--- config.mk ---
export PLATFORM = sky130hd
export DESIGN_NAME = i2s_tx_serializer
export DESIGN_NICKNAME = d
export VERILOG_FILES = /design/src/rtl/i2s_tx_serializer.sv
export SDC_FILE = /design/constraint.sdc
export NUM_CORES = 1
export LEC_CHECK = 0
export BUFFER_PORTS_ARGS = -buffer_cell sky130_fd_sc_hd__buf_2
export CAP_MARGIN = 10
export CORE_MARGIN = 5
export CORE_UTILIZATION = 32
export DETAILED_ROUTE_END_ITERATION = 8
export PLACE_DENSITY = 0.45
export SYNTH_ARGS = -nofsm -noshare
export SYNTH_HDL_FRONTEND = slang
export SYNTH_SLANG_ARGS = --single-unit
--- constraint.sdc ---
create_clock -name clk_i -period 3.2 [get_ports clk_i]
set_input_delay 0.16 -clock clk_i [delete_from_list [all_inputs] [get_ports clk_i]]
set_output_delay 0.16 -clock clk_i [all_outputs]
set_load 0.02 [all_outputs]
--- src/rtl/i2s_tx_serializer.sv ---
// ---------------------------------------------------------------------------
// i2s_tx_serializer
//
// I2S master transmitter. Divides the system clock down to the bit clock,
// generates word select, and shifts stereo samples out MSB-first in Philips
// I2S format (data lags WS by one bit clock). Samples arrive through a
// single-entry holding register with a valid/ready handshake; if no fresh
// sample is waiting when a frame begins, the previous sample is repeated and
// an underrun is flagged.
//
// Ports:
//   clk_i           system clock, all logic on the rising edge
//   reset_i         synchronous active-high reset
//   sample_l_i      left channel sample (two's complement, DATA_W bits)
//   sample_r_i      right channel sample (two's complement, DATA_W bits)
//   sample_valid_i  sample pair valid
//   sample_ready_o  holding register empty; transfer on valid & ready
//   i2s_sck_o       bit clock, period 2*CLK_DIV system clocks
//   i2s_ws_o        word select, 0 = left slot, 1 = right slot
//   i2s_sd_o        serial data
//   frame_start_o   one-cycle pulse when a new frame is loaded
//   underrun_o      one-cycle pulse when a frame repeats the last sample
// ---------------------------------------------------------------------------
module i2s_tx_serializer #(
  parameter int CLK_DIV = 4,
  parameter int DATA_W  = 24,
  parameter int SLOT_W  = 32
) (
  input  logic              clk_i,
  input  logic              reset_i,
  input  logic [DATA_W-1:0] sample_l_i,
  input  logic [DATA_W-1:0] sample_r_i,
  input  logic              sample_valid_i,
  output logic              sample_ready_o,
  output logic              i2s_sck_o,
  output logic              i2s_ws_o,
  output logic              i2s_sd_o,
  output logic              frame_start_o,
  output logic              underrun_o
);

  localparam int FRAME_W = 2 * SLOT_W;
  localparam int DIV_W   = (CLK_DIV > 1) ? $clog2(CLK_DIV) : 1;
  localparam int BIT_W   = $clog2(FRAME_W);

  logic [DIV_W-1:0]  div_cnt;
  logic [BIT_W-1:0]  bit_cnt;
  logic [BIT_W-1:0]  bit_nxt;
  logic [BIT_W-1:0]  slot_pos;
  logic              div_wrap;
  logic              fall;
  logic              ws_nxt;
  logic              data_bit;
  logic              load;

  logic              hold_full;
  logic [DATA_W-1:0] hold_l;
  logic [DATA_W-1:0] hold_r;
  logic [DATA_W-1:0] last_l;
  logic [DATA_W-1:0] last_r;
  logic [DATA_W-1:0] shift_l;
  logic [DATA_W-1:0] shift_r;

  // A fall event is the divider wrap that takes SCK from high to low; every
  // serial output and frame decision is made only in that cycle.
  assign div_wrap = (div_cnt == DIV_W'(CLK_DIV - 1));
  assign fall     = div_wrap & i2s_sck_o;

  // Position of the bit about to be driven, and its offset inside its slot.
  // Position 0 of each slot is the one-bit I2S delay, so data occupies
  // positions 1..DATA_W and the rest of the slot is padded with zeros.
  assign bit_nxt  = (bit_cnt == BIT_W'(FRAME_W - 1)) ? '0 : bit_cnt + BIT_W'(1);
  assign ws_nxt   = (bit_nxt >= BIT_W'(SLOT_W));
  assign slot_pos = ws_nxt ? (bit_nxt - BIT_W'(SLOT_W)) : bit_nxt;
  assign data_bit = (slot_pos >= BIT_W'(1)) && (slot_pos <= BIT_W'(DATA_W));
  assign load     = fall && (bit_nxt == '0);

  assign sample_ready_o = ~hold_full;

  // Bit clock divider: SCK toggles each time div_cnt wraps.
  always_ff @(posedge clk_i) begin
    if (reset_i) begin
      div_cnt   <= '0;
      i2s_sck_o <= 1'b0;
    end else begin
      div_cnt <= div_wrap ? '0 : div_cnt + DIV_W'(1);
      if (div_wrap) begin
        i2s_sck_o <= ~i2s_sck_o;
      end
    end
  end

  // Serial side: bit counter, WS, SD and the two shift registers. Reset
  // starts bit_cnt at the last position so the first fall event loads a frame.
  always_ff @(posedge clk_i) begin
    if (reset_i) begin
      bit_cnt       <= BIT_W'(FRAME_W - 1);
      i2s_ws_o      <= 1'b1;
      i2s_sd_o      <= 1'b0;
      shift_l       <= '0;
      shift_r       <= '0;
      last_l        <= '0;
      last_r        <= '0;
      frame_start_o <= 1'b0;
      underrun_o    <= 1'b0;
    end else begin
      frame_start_o <= 1'b0;
      underrun_o    <= 1'b0;
      if (fall) begin
        bit_cnt  <= bit_nxt;
        i2s_ws_o <= ws_nxt;
        i2s_sd_o <= 1'b0;
        if (load) begin
          frame_start_o <= 1'b1;
          if (hold_full) begin
            shift_l <= hold_l;
            shift_r <= hold_r;
            last_l  <= hold_l;
            last_r  <= hold_r;
          end else begin
            shift_l    <= last_l;
            shift_r    <= last_r;
            underrun_o <= 1'b1;
          end
        end else if (data_bit) begin
          if (ws_nxt) begin
            i2s_sd_o <= shift_r[DATA_W-1];
            shift_r  <= {shift_r[DATA_W-2:0], 1'b0};
          end else begin
            i2s_sd_o <= shift_l[DATA_W-1];
            shift_l  <= {shift_l[DATA_W-2:0], 1'b0};
          end
        end
      end
    end
  end

  // Holding register. A frame load empties it only if it was full; when it
  // was empty the load takes the underrun path and a sample arriving in the
  // same cycle is kept for the following frame.
  always_ff @(posedge clk_i) begin
    if (reset_i) begin
      hold_full <= 1'b0;
      hold_l    <= '0;
      hold_r    <= '0;
    end else begin
      if (load && hold_full) begin
        hold_full <= 1'b0;
      end else if (sample_valid_i && !hold_full) begin
        hold_l    <= sample_l_i;
        hold_r    <= sample_r_i;
        hold_full <= 1'b1;
      end
    end
  end

endmodule

==> flow_summary_export.csv, run 1 <==
group,metric,value,unit
drt,ant_nets,0,
final_layout,final_nets,877,
min_path,hold_class,"in -> reg",
drt,drc,0,
power_and_ir_drop,ir_worst_vdd,0.328,mV
sta,finalHoldViolCount,0,
floorplanning,rows,53,
clocking,cts_tree,"done",
grt,grt_remaining_overflow,0,
power_and_ir_drop,cellPowerDensity,539,nW/um^2
floorplanning,initial_core_util,0.327,
grt,grt_pass1_wl,26.8,mm
flow_run,cap_violations,0,
yosys,ys_seq_area_frac,0.457,
drt,top_layer_used,"met4",
placement,hpwl,9.83,mm
yosys,synth_cell_types,53,
grt,antenna_found_initial,0,
drt,firstDrtPassIters,4,
power_and_ir_drop,leakage,0.00324,uW
setup_path,critical_path_arrival,3060,ps
placement,place_congestion,0.757,
clocking,cts.path.max_buffers,2,
grt,first_global_vias,5362,
yosys,ys_ff_latch,158,
power_and_ir_drop,p_seq_frac,0.454,
yosys,synth_edf_count,0,
yosys,avgSynthCellArea,9.14,um^2
placement,portBuffers,56,
clocking,clock_latency,430,ps
sta,fin_tns_setup,0,ps
sta,max-slew-margin-rel,0.535,
final_layout,layout_common_cells,"157 x dfxtp_1, 127 x nand2_1, 55 x buf_2",
power_and_ir_drop,comb_power_share,0.067,
outcome,outcome,"complete, no violations",
drt,vias,5525,
yosys,synth_cells,757,
drt,wl_met2,7.43,mm
yosys,synthFlopType,"dfxtp_1",
sta,layout_min_cycle_time,2770,ps
clocking,numCtsBuffers,17,
final_layout,areaGrowthSynthToFinish,21.9,%
drt,drtIter0Drc,251,
drt,drt-met1-wl,7.97,mm
setup_path,cp_max_fo,13,
clocking,cts.sinks,158,
grt,grt_max_degree,119,
drt,wl_per_cell,14.5,um
yosys,syn-cell-area,6920,um^2
grt,grt.total_usage,0.132,
setup_path,critical_path_class,"reg -> reg",
floorplanning,ioPinCount,57,
power_and_ir_drop,swShare,0.237,
power_and_ir_drop,internal_power,3470,uW
drt,totalWireLength,16.1,mm
clocking,cts-root-buf,"clkbuf_16",
yosys,ys_async_sr_fraction,0,
drt,wl_met3,526,um
setup_path,worstPathRequired,3490,ps
sta,slew_viol_final,0,
power_and_ir_drop,p_sw,1080,uW
clocking,postCtsSetupBuffers,0,
final_layout,drive_gt1_frac,0.170,
sta,worst_slew_pin_slew,695,ps
clocking,clkTransAtPathRegs,70,ps
floorplanning,die_w,157,um
sta,rsz0062_at_grt,"false",
final_layout,final_cell_area,8440,um^2
sta,skew,11.7,ps
placement,dpl_cell_area,7370,um^2
final_layout,final_common_cell,"dfxtp_1",
sta,period_share,0.866,
setup_path,cp-end-kind,"flop",
clocking,cts_resized,0,
final_layout,diodes,0,
floorplanning,core-area,21200,um^2
clocking,cts_hold_buf,44,
floorplanning,dieArea,24700,um^2
sta,final-setup-viol-count,0,
setup_path,startpoint_type,"flop",
sta,fmax,361,MHz
placement,place_ws,422,ps
yosys,synth_fp_nets,812,
yosys,yosys_warnings,0,
power_and_ir_drop,p_clk_frac,0.479,
drt,via_per_inst,4.98,
clocking,htreeDepth,4,
sta,fin_ws,428,ps
floorplanning,die_height,157,um
## registers in the layout, summed over array words and instances (netlist names), 2 cells and up
| register | flops |
|---|---|
| bit_cnt | 6 |
| shift_l | 24 |
| last_l | 24 |
| div_cnt | 2 |
| last_r | 24 |
| hold_r | 24 |
| hold_l | 24 |
| shift_r | 24 |
## power groups by stage
stage | clock network (uW) | logic [uW] | registers, uW
floorplan | 0 | 195 | 2080
global placement | 0 | 258 | 2110
detailed placement | 0 | 265 | 2110
CTS | 2240 | 307 | 2070
global route | 2320 | 339 | 2070
finish | 2180 | 303 | 2070
## critical path, cell delays in order, from the launching register on
cell and delay [ps]:
dfxtp_1 470, ha_1 420, nor2b_1 110, o22a_1 200
o2bb2ai_1 280, a2111oi_4 120, nor2_2 530, buf_4 390
o41ai_2 120
## cell usage after synthesis (3+ instances only)
library cell	n	area, um^2
nor2_1	55	206
o21ai_0	27	135
buf_2	11	55.1
a21oi_1	53	265
xnor2_1	3	26.3
clkbuf_1	44	165
dfxtp_1	158	3160
ha_1	4	50.1
a211oi_1	21	158
or4b_1	23	230
nand2_1	128	480
inv_1	4	15.0
o41ai_2	20	325
buf_6	8	90.1
a211oi_2	3	37.5
buf_1	4	15.0
mux2i_1	50	500
nor2b_1	24	150
a31oi_1	24	150
nor3_1	29	145
o41ai_1	3	26.3
o21a_1	24	180
## stage by stage
| step | utilization | std cells | hold WS [ps] | power (uW) |
|---|---|---|---|---|
| after global placement | 0.348 | 1034 | 400 | 2370 |
| after CTS | 0.399 | 1110 | 8.94 | 4620 |
| after detailed placement | 0.348 | 1034 | 403 | 2380 |
| after global routing | 0.399 | 1110 | 37.0 | 4730 |
| final | 0.399 | 1110 | 33.5 | 4550 |
| after floorplan | - | 757 | 296 | 2280 |
## cells by family after synthesis
family	Yosys count	synth area share
XOR/XNOR	6	0.00868
buffers and inverters	74	0.0519
flip-flops	158	0.457
AO/OA/AOI/OAI	187	0.205
adder cells (fa/ha/maj)	4	0.00723
AND/OR/NAND/NOR	278	0.198
multiplexers	50	0.0723
## layer usage
layer	vias to the layer above	track usage
met4	0	0.0418
met3	17	0.0261
met5	-	0
li1	2828	-
met2	76	0.217
met1	2604	0.176
## cell type report
| cell class | count | area (um^2) |
|---|---|---|
| Multi-Input combinational cell | 525 | 3420 |
| Inverter | 5 | 18.8 |
| Clock inverter | 14 | 204 |
| Timing Repair Buffer | 115 | 861 |
| Fill cell | 2093 | 12700 |
| Sequential cell | 158 | 3170 |
| Tap cell | 275 | 344 |
| Clock buffer | 18 | 429 |
## worst paths after layout
path                                               from                  endpoint  slack [ps]  cells after the start
worst max-delay path            bit_cnt[0]$_SDFFE_PP1P_  shift_r[20]$_SDFFE_PP0P_         430                      8
worst min-delay path                     sample_l_i[23]   hold_l[23]$_SDFFE_PP0P_          30                      3
worst max register to register  bit_cnt[0]$_SDFFE_PP1P_  shift_r[20]$_SDFFE_PP0P_         430                      8
worst min register to register    div_cnt[0]$_SDFF_PP0_     div_cnt[0]$_SDFF_PP0_         430                      1
Note: power is estimated with default switching activity, not from simulation.
==> inputs of run 2 (changes only) <==
--- a/config.mk
+++ b/config.mk
@@ -9,6 +9,7 @@
 export CAP_MARGIN = 10
 export CORE_MARGIN = 5
 export CORE_UTILIZATION = 32
+export CTS_BUF_LIST = sky130_fd_sc_hd__clkbuf_4 sky130_fd_sc_hd__clkbuf_8 sky130_fd_sc_hd__clkbuf_16
 export DETAILED_ROUTE_END_ITERATION = 8
 export PLACE_DENSITY = 0.45
 export SYNTH_ARGS = -nofsm -noshare
==> flow_summary_export.csv, run 2 (same netlist as run 1, synthesis figures left out) <==
group,metric,value,unit
clocking,cts_tree,"done",
setup_path,critical_path_arrival,3040,ps
final_layout,final_cell_area,8440,um^2
sta,finalHoldViolCount,0,
clocking,clkTransAtPathRegs,60,ps
sta,skew,14.4,ps
final_layout,layout_common_cells,"157 x dfxtp_1, 127 x nand2_1, 55 x buf_2",
floorplanning,initial_core_util,0.327,
final_layout,final_common_cell,"dfxtp_1",
floorplanning,die_w,157,um
sta,period_share,0.861,
setup_path,worstPathCellList,"ha_1, nor2b_1, o22a_1, o2bb2ai_1, a2111oi_4, nor2_2, buf_4, o41ai_2",
drt,drc,0,
drt,firstDrtPassIters,4,
grt,grt_pass1_wl,26.8,mm
drt,vias,5520,
placement,place_ws,422,ps
power_and_ir_drop,swShare,0.237,
grt,grt.total_usage,0.132,
setup_path,cp-end-kind,"flop",
grt,grt_max_degree,119,
placement,portBuffers,56,
sta,final-setup-viol-count,0,
power_and_ir_drop,comb_power_share,0.066,
placement,place_congestion,0.757,
grt,grt_remaining_overflow,0,
setup_path,critical_path_class,"reg -> reg",
clocking,numCtsBuffers,17,
sta,slew_viol_final,0,
floorplanning,die_height,157,um
flow_run,cap_violations,0,
setup_path,cpLargestDelayFamily,"compound AO/OA/AOI/OAI gates",
setup_path,cp_num_buf_inv,1,
setup_path,worstPathRequired,3490,ps
min_path,hp-start,"sample_l_i[23]",
sta,rsz0062_at_grt,"false",
clocking,clock_latency,430,ps
setup_path,r2r.worst_path.cells,8,
grt,first_global_vias,5356,
setup_path,ff2ff_setup_slack,440,ps
floorplanning,dieArea,24700,um^2
drt,ant_nets,0,
sta,whs,30.2,ps
final_layout,final_nets,877,
clocking,cts.path.max_buffers,2,
final_layout,multi_input_area,3420,um^2
clocking,cts.sinks,158,
setup_path,cp_max_fo,13,
placement,dp.cells,1034,
sta,fin_tns_setup,0,ps
setup_path,timing.rr.start,"bit_cnt[0]$_SDFFE_PP1P_",
drt,via_per_inst,4.97,
final_layout,seqCellArea,3170,um^2
power_and_ir_drop,internal_power,3480,uW
sta,layout_min_cycle_time,2760,ps
power_and_ir_drop,cellPowerDensity,540,nW/um^2
final_layout,drive_gt1_frac,0.171,
final_layout,areaGrowthSynthToFinish,22.0,%
grt,antenna_found_initial,0,
floorplanning,ioPinCount,57,
floorplanning,core-area,21200,um^2
power_and_ir_drop,leakage,0.00325,uW
sta,max-slew-margin-rel,0.531,
setup_path,critPathMaxStageDelay,530,ps
setup_path,rr_endpoint,"shift_r[23]$_SDFFE_PP0P_",
min_path,min_path_cells,3,
drt,wl_per_cell,14.5,um
min_path,min_to,"hold_l[23]$_SDFFE_PP0P_",
outcome,outcome,"complete, no violations",
sta,fmax,363,MHz
power_and_ir_drop,ir_worst_vdd,0.327,mV
floorplanning,rows,53,
placement,hpwl,9.83,mm
final_layout,diodes,0,
sta,worst_slew_pin_slew,701,ps
min_path,hold_class,"in -> reg",
placement,dpl_cell_area,7370,um^2
final_layout,nFillCells,2096,
power_and_ir_drop,p_clk_frac,0.481,
clocking,cts-root-buf,"clkbuf_16",
clocking,cts_resized,0,
drt,totalWireLength,16.1,mm
final_layout,instances_no_fill,1110,
clocking,htreeDepth,4,
sta,fin_ws,444,ps
drt,drtIter0Drc,273,
setup_path,slowest_stage,"nor2_2",
setup_path,startpoint_type,"flop",
power_and_ir_drop,p_seq_frac,0.453,
power_and_ir_drop,p_sw,1080,uW
run 2: cell counts in the layout (fill, tap and decap cells not counted):
Identical to the previous run, type by type.
run 2: worst max-delay path by stage:
stage / from / to / slack, ps / cells after the start
after floorplan: bit_cnt[0]$_SDFFE_PP1P_ / shift_r[11]$_SDFFE_PP0P_ / 1020 / 10
after global placement: bit_cnt[0]$_SDFFE_PP1P_ / shift_r[18]$_SDFFE_PP0P_ / 530 / 8
after detailed placement: bit_cnt[0]$_SDFFE_PP1P_ / shift_r[20]$_SDFFE_PP0P_ / 420 / 8
after CTS: bit_cnt[0]$_SDFFE_PP1P_ / shift_r[14]$_SDFFE_PP0P_ / 420 / 8
after global routing: bit_cnt[0]$_SDFFE_PP1P_ / shift_r[14]$_SDFFE_PP0P_ / 230 / 8
final: bit_cnt[0]$_SDFFE_PP1P_ / shift_r[23]$_SDFFE_PP0P_ / 440 / 8
run 2: area by class of cell:
| class | instances | area share |
|---|---|---|
| Multi-Input combinational cell | 525 | 0.405 |
| Tap cell | 275 | 0.0407 |
| Clock buffer | 18 | 0.0513 |
| Sequential cell | 158 | 0.375 |
| Clock inverter | 14 | 0.0242 |
| Timing Repair Buffer | 115 | 0.102 |
| Inverter | 5 | 0.00222 |
run 2: power by group through the flow:
stage / combinational, uW / sequential, uW / clock (uW)
floorplan: 195 / 2080 / 0
global placement: 258 / 2110 / 0
detailed placement: 265 / 2110 / 0
CTS: 307 / 2070 / 2250
global route: 339 / 2070 / 2330
finish: 303 / 2070 / 2190
run 2: metal layers:
layer	wire length, um	global-route usage	share of wire	up-vias
li1	-	-	-	2824
met1	7950	0.177	0.49	2607
met2	7450	0.216	0.46	72
met3	520	0.0253	0.032	17
met4	163	0.0418	0.010	0
met5	0	0	0	-
run 2: repair_timing:
| action | CTS | global route |
|---|---|---|
| endpoints found under the setup margin | 0 | 0 |
| setup buffers | 0 | 0 |
| endpoints found under the hold margin | 44 | 0 |
| hold buffers | 44 | 0 |
run 2: per-stage QoR:
step	total power [uW]	utilization
3_5_place_dp	2380	0.348
3_3_place_gp	2370	0.348
6_report	4560	0.399
4_1_cts	4630	0.399
5_1_grt	4740	0.399
2_1_floorplan	2280	-
run 2: worst register-to-register path, delay by kind of cell, from the launching register on:
family                     cells  cell delay, ps
buffers and inverters          1             390
and+or+nand+nor                2             640
DFF                            1             470
adders and majority gates      1             410
AOI/OAI and AO/OA              4             720
==> inputs of run 3 (changes only) <==
--- a/config.mk
+++ b/config.mk
@@ -11,6 +11,7 @@
 export CORE_UTILIZATION = 32
 export CTS_BUF_LIST = sky130_fd_sc_hd__clkbuf_4 sky130_fd_sc_hd__clkbuf_8 sky130_fd_sc_hd__clkbuf_16
 export DETAILED_ROUTE_END_ITERATION = 8
+export GPL_TIMING_DRIVEN = 0
 export PLACE_DENSITY = 0.45
 export SYNTH_ARGS = -nofsm -noshare
 export SYNTH_HDL_FRONTEND = slang
==> flow_summary_export.csv, run 3 (same netlist as run 1, synthesis figures left out) <==
group,metric,value,unit
final_layout,post-route-util,0.404,
floorplanning,die_w,157,um
clocking,clkTransAtPathRegs,60,ps
floorplanning,die_height,157,um
setup_path,ff2ff_setup_slack,370,ps
sta,fmax,353,MHz
sta,slew_viol_final,0,
sta,fin_tns_setup,0,ps
setup_path,slowest_stage,"dfxtp_1",
drt,firstDrtPassIters,4,
power_and_ir_drop,ir_worst_vdd,0.306,mV
placement,portBuffers,55,
power_and_ir_drop,leakage,0.00329,uW
grt,grt_remaining_overflow,0,
final_layout,final_common_cell,"dfxtp_1",
final_layout,areaGrowthSynthToFinish,23.4,%
sta,whs,8.77,ps
setup_path,worstPathCellList,"ha_1, buf_2, and3_4, o2111a_1, nand2_2, buf_2, a211oi_1, o41ai_2",
sta,final-setup-viol-count,0,
setup_path,critPathMaxStageDelay,480,ps
drt,ant_nets,0,
setup_path,cp-end-kind,"flop",
grt,first_global_vias,5766,
drt,drc,0,
final_layout,layout_common_cells,"158 x dfxtp_1, 128 x nand2_1, 66 x buf_2",
clocking,htreeDepth,4,
floorplanning,core-area,21200,um^2
power_and_ir_drop,cellPowerDensity,507,nW/um^2
flow_run,cap_violations,0,
grt,grt_max_degree,17,
sta,worst_slew_pin_slew,791,ps
drt,via_per_inst,5.00,
clocking,numCtsBuffers,17,
setup_path,cpLargestDelayFamily,"compound AO/OA/AOI/OAI gates",
clocking,cts-root-buf,"clkbuf_16",
sta,rsz0062_at_grt,"false",
final_layout,drive_gt1_frac,0.161,
sta,finalHoldViolCount,0,
setup_path,critical_path_arrival,3100,ps
setup_path,cp_num_buf_inv,2,
setup_path,startpoint_type,"flop",
placement,place_ws,428,ps
clocking,cts.sinks,158,
grt,grt_pass1_wl,29.6,mm
placement,place_congestion,0.782,
drt,wl_per_cell,15.7,um
setup_path,worstPathRequired,3470,ps
setup_path,cp_common_cell,"buf_2",
floorplanning,ioPinCount,57,
floorplanning,rows,53,
power_and_ir_drop,totalPowerFinal,4330,uW
min_path,hold_class,"in -> reg",
drt,vias,5809,
sta,fin_ws,369,ps
floorplanning,dieArea,24700,um^2
drt,totalWireLength,18.2,mm
final_layout,diodes,0,
sta,period_share,0.885,
grt,grt.total_usage,0.150,
grt,antenna_found_initial,0,
final_layout,final_nets,930,
floorplanning,initial_core_util,0.327,
clocking,postCtsSetupBuffers,0,
drt,drtIter0Drc,268,
sta,skew,9.43,ps
clocking,cts_tree,"done",
clocking,cts.path.max_buffers,2,
placement,hpwl,13.0,mm
clocking,clock_latency,420,ps
sta,max-slew-margin-rel,0.473,
setup_path,critical_path_class,"reg -> reg",
setup_path,cp_max_fo,10,
sta,layout_min_cycle_time,2830,ps
outcome,outcome,"complete, no violations",
==> run 3: worst paths after layout <==
kind / start / to / depth (start not counted)
hold reg to reg: div_cnt[0]$_SDFF_PP0_ / div_cnt[0]$_SDFF_PP0_ / 1
setup reg to reg: bit_cnt[0]$_SDFFE_PP1P_ / shift_r[18]$_SDFFE_PP0P_ / 8
hold / removal: sample_l_i[22] / hold_l[22]$_SDFFE_PP0P_ / 3
setup / recovery: bit_cnt[0]$_SDFFE_PP1P_ / shift_r[18]$_SDFFE_PP0P_ / 8
==> run 3: metal layers <==
metal | global-route usage | vias up | routed length [um]
met4 | 0.0393 | 0 | 216
met3 | 0.0313 | 16 | 626
met1 | 0.204 | 2781 | 8940
met5 | 0 | - | 0
met2 | 0.242 | 88 | 8420
li1 | - | 2924 | -
==> run 3: worst reg2reg max path, cell delays in order (launching register included) <==
cell and delay, ps:
dfxtp_1 480, ha_1 220, buf_2 210, and3_4 250
o2111a_1 430, nand2_2 230, buf_2 270, a211oi_1 450
o41ai_2 150
==> run 3: repair_timing <==
item	CTS	global route
gates resized for setup	0	0
hold endpoints to repair	44	0
hold buffers	44	0
==> run 3: area by class of cell <==
cell class,count,area [um^2]
buffer,69,340
clock buffer,22,475
clock inverter,9,86.3
fill,2109,12600
inverter,5,18.8
multi-input combinational,525,3400
sequential,158,3160
tap,275,344
timing repair buffer,99,716
==> run 3: power breakdown <==
part           leakage (uW)  switching (uW)  total [uW]  internal [uW]
Sequential          0.00128            29.4        2050           2020
Clock              0.000277             810        1940           1130
Combinational       0.00174             206         343            137
Total               0.00329            1050        4330           3290
==> run 3: through the flow <==
| step | area [um^2] | cells |
|---|---|---|
| 6_report | 8540 | 1162 |
| 5_1_grt | 8540 | 1162 |
| 4_1_cts | 8540 | 1162 |
| 3_5_place_dp | 7540 | 1087 |
| 3_3_place_gp | 7540 | 1087 |
| 2_1_floorplan | 6920 | 757 |
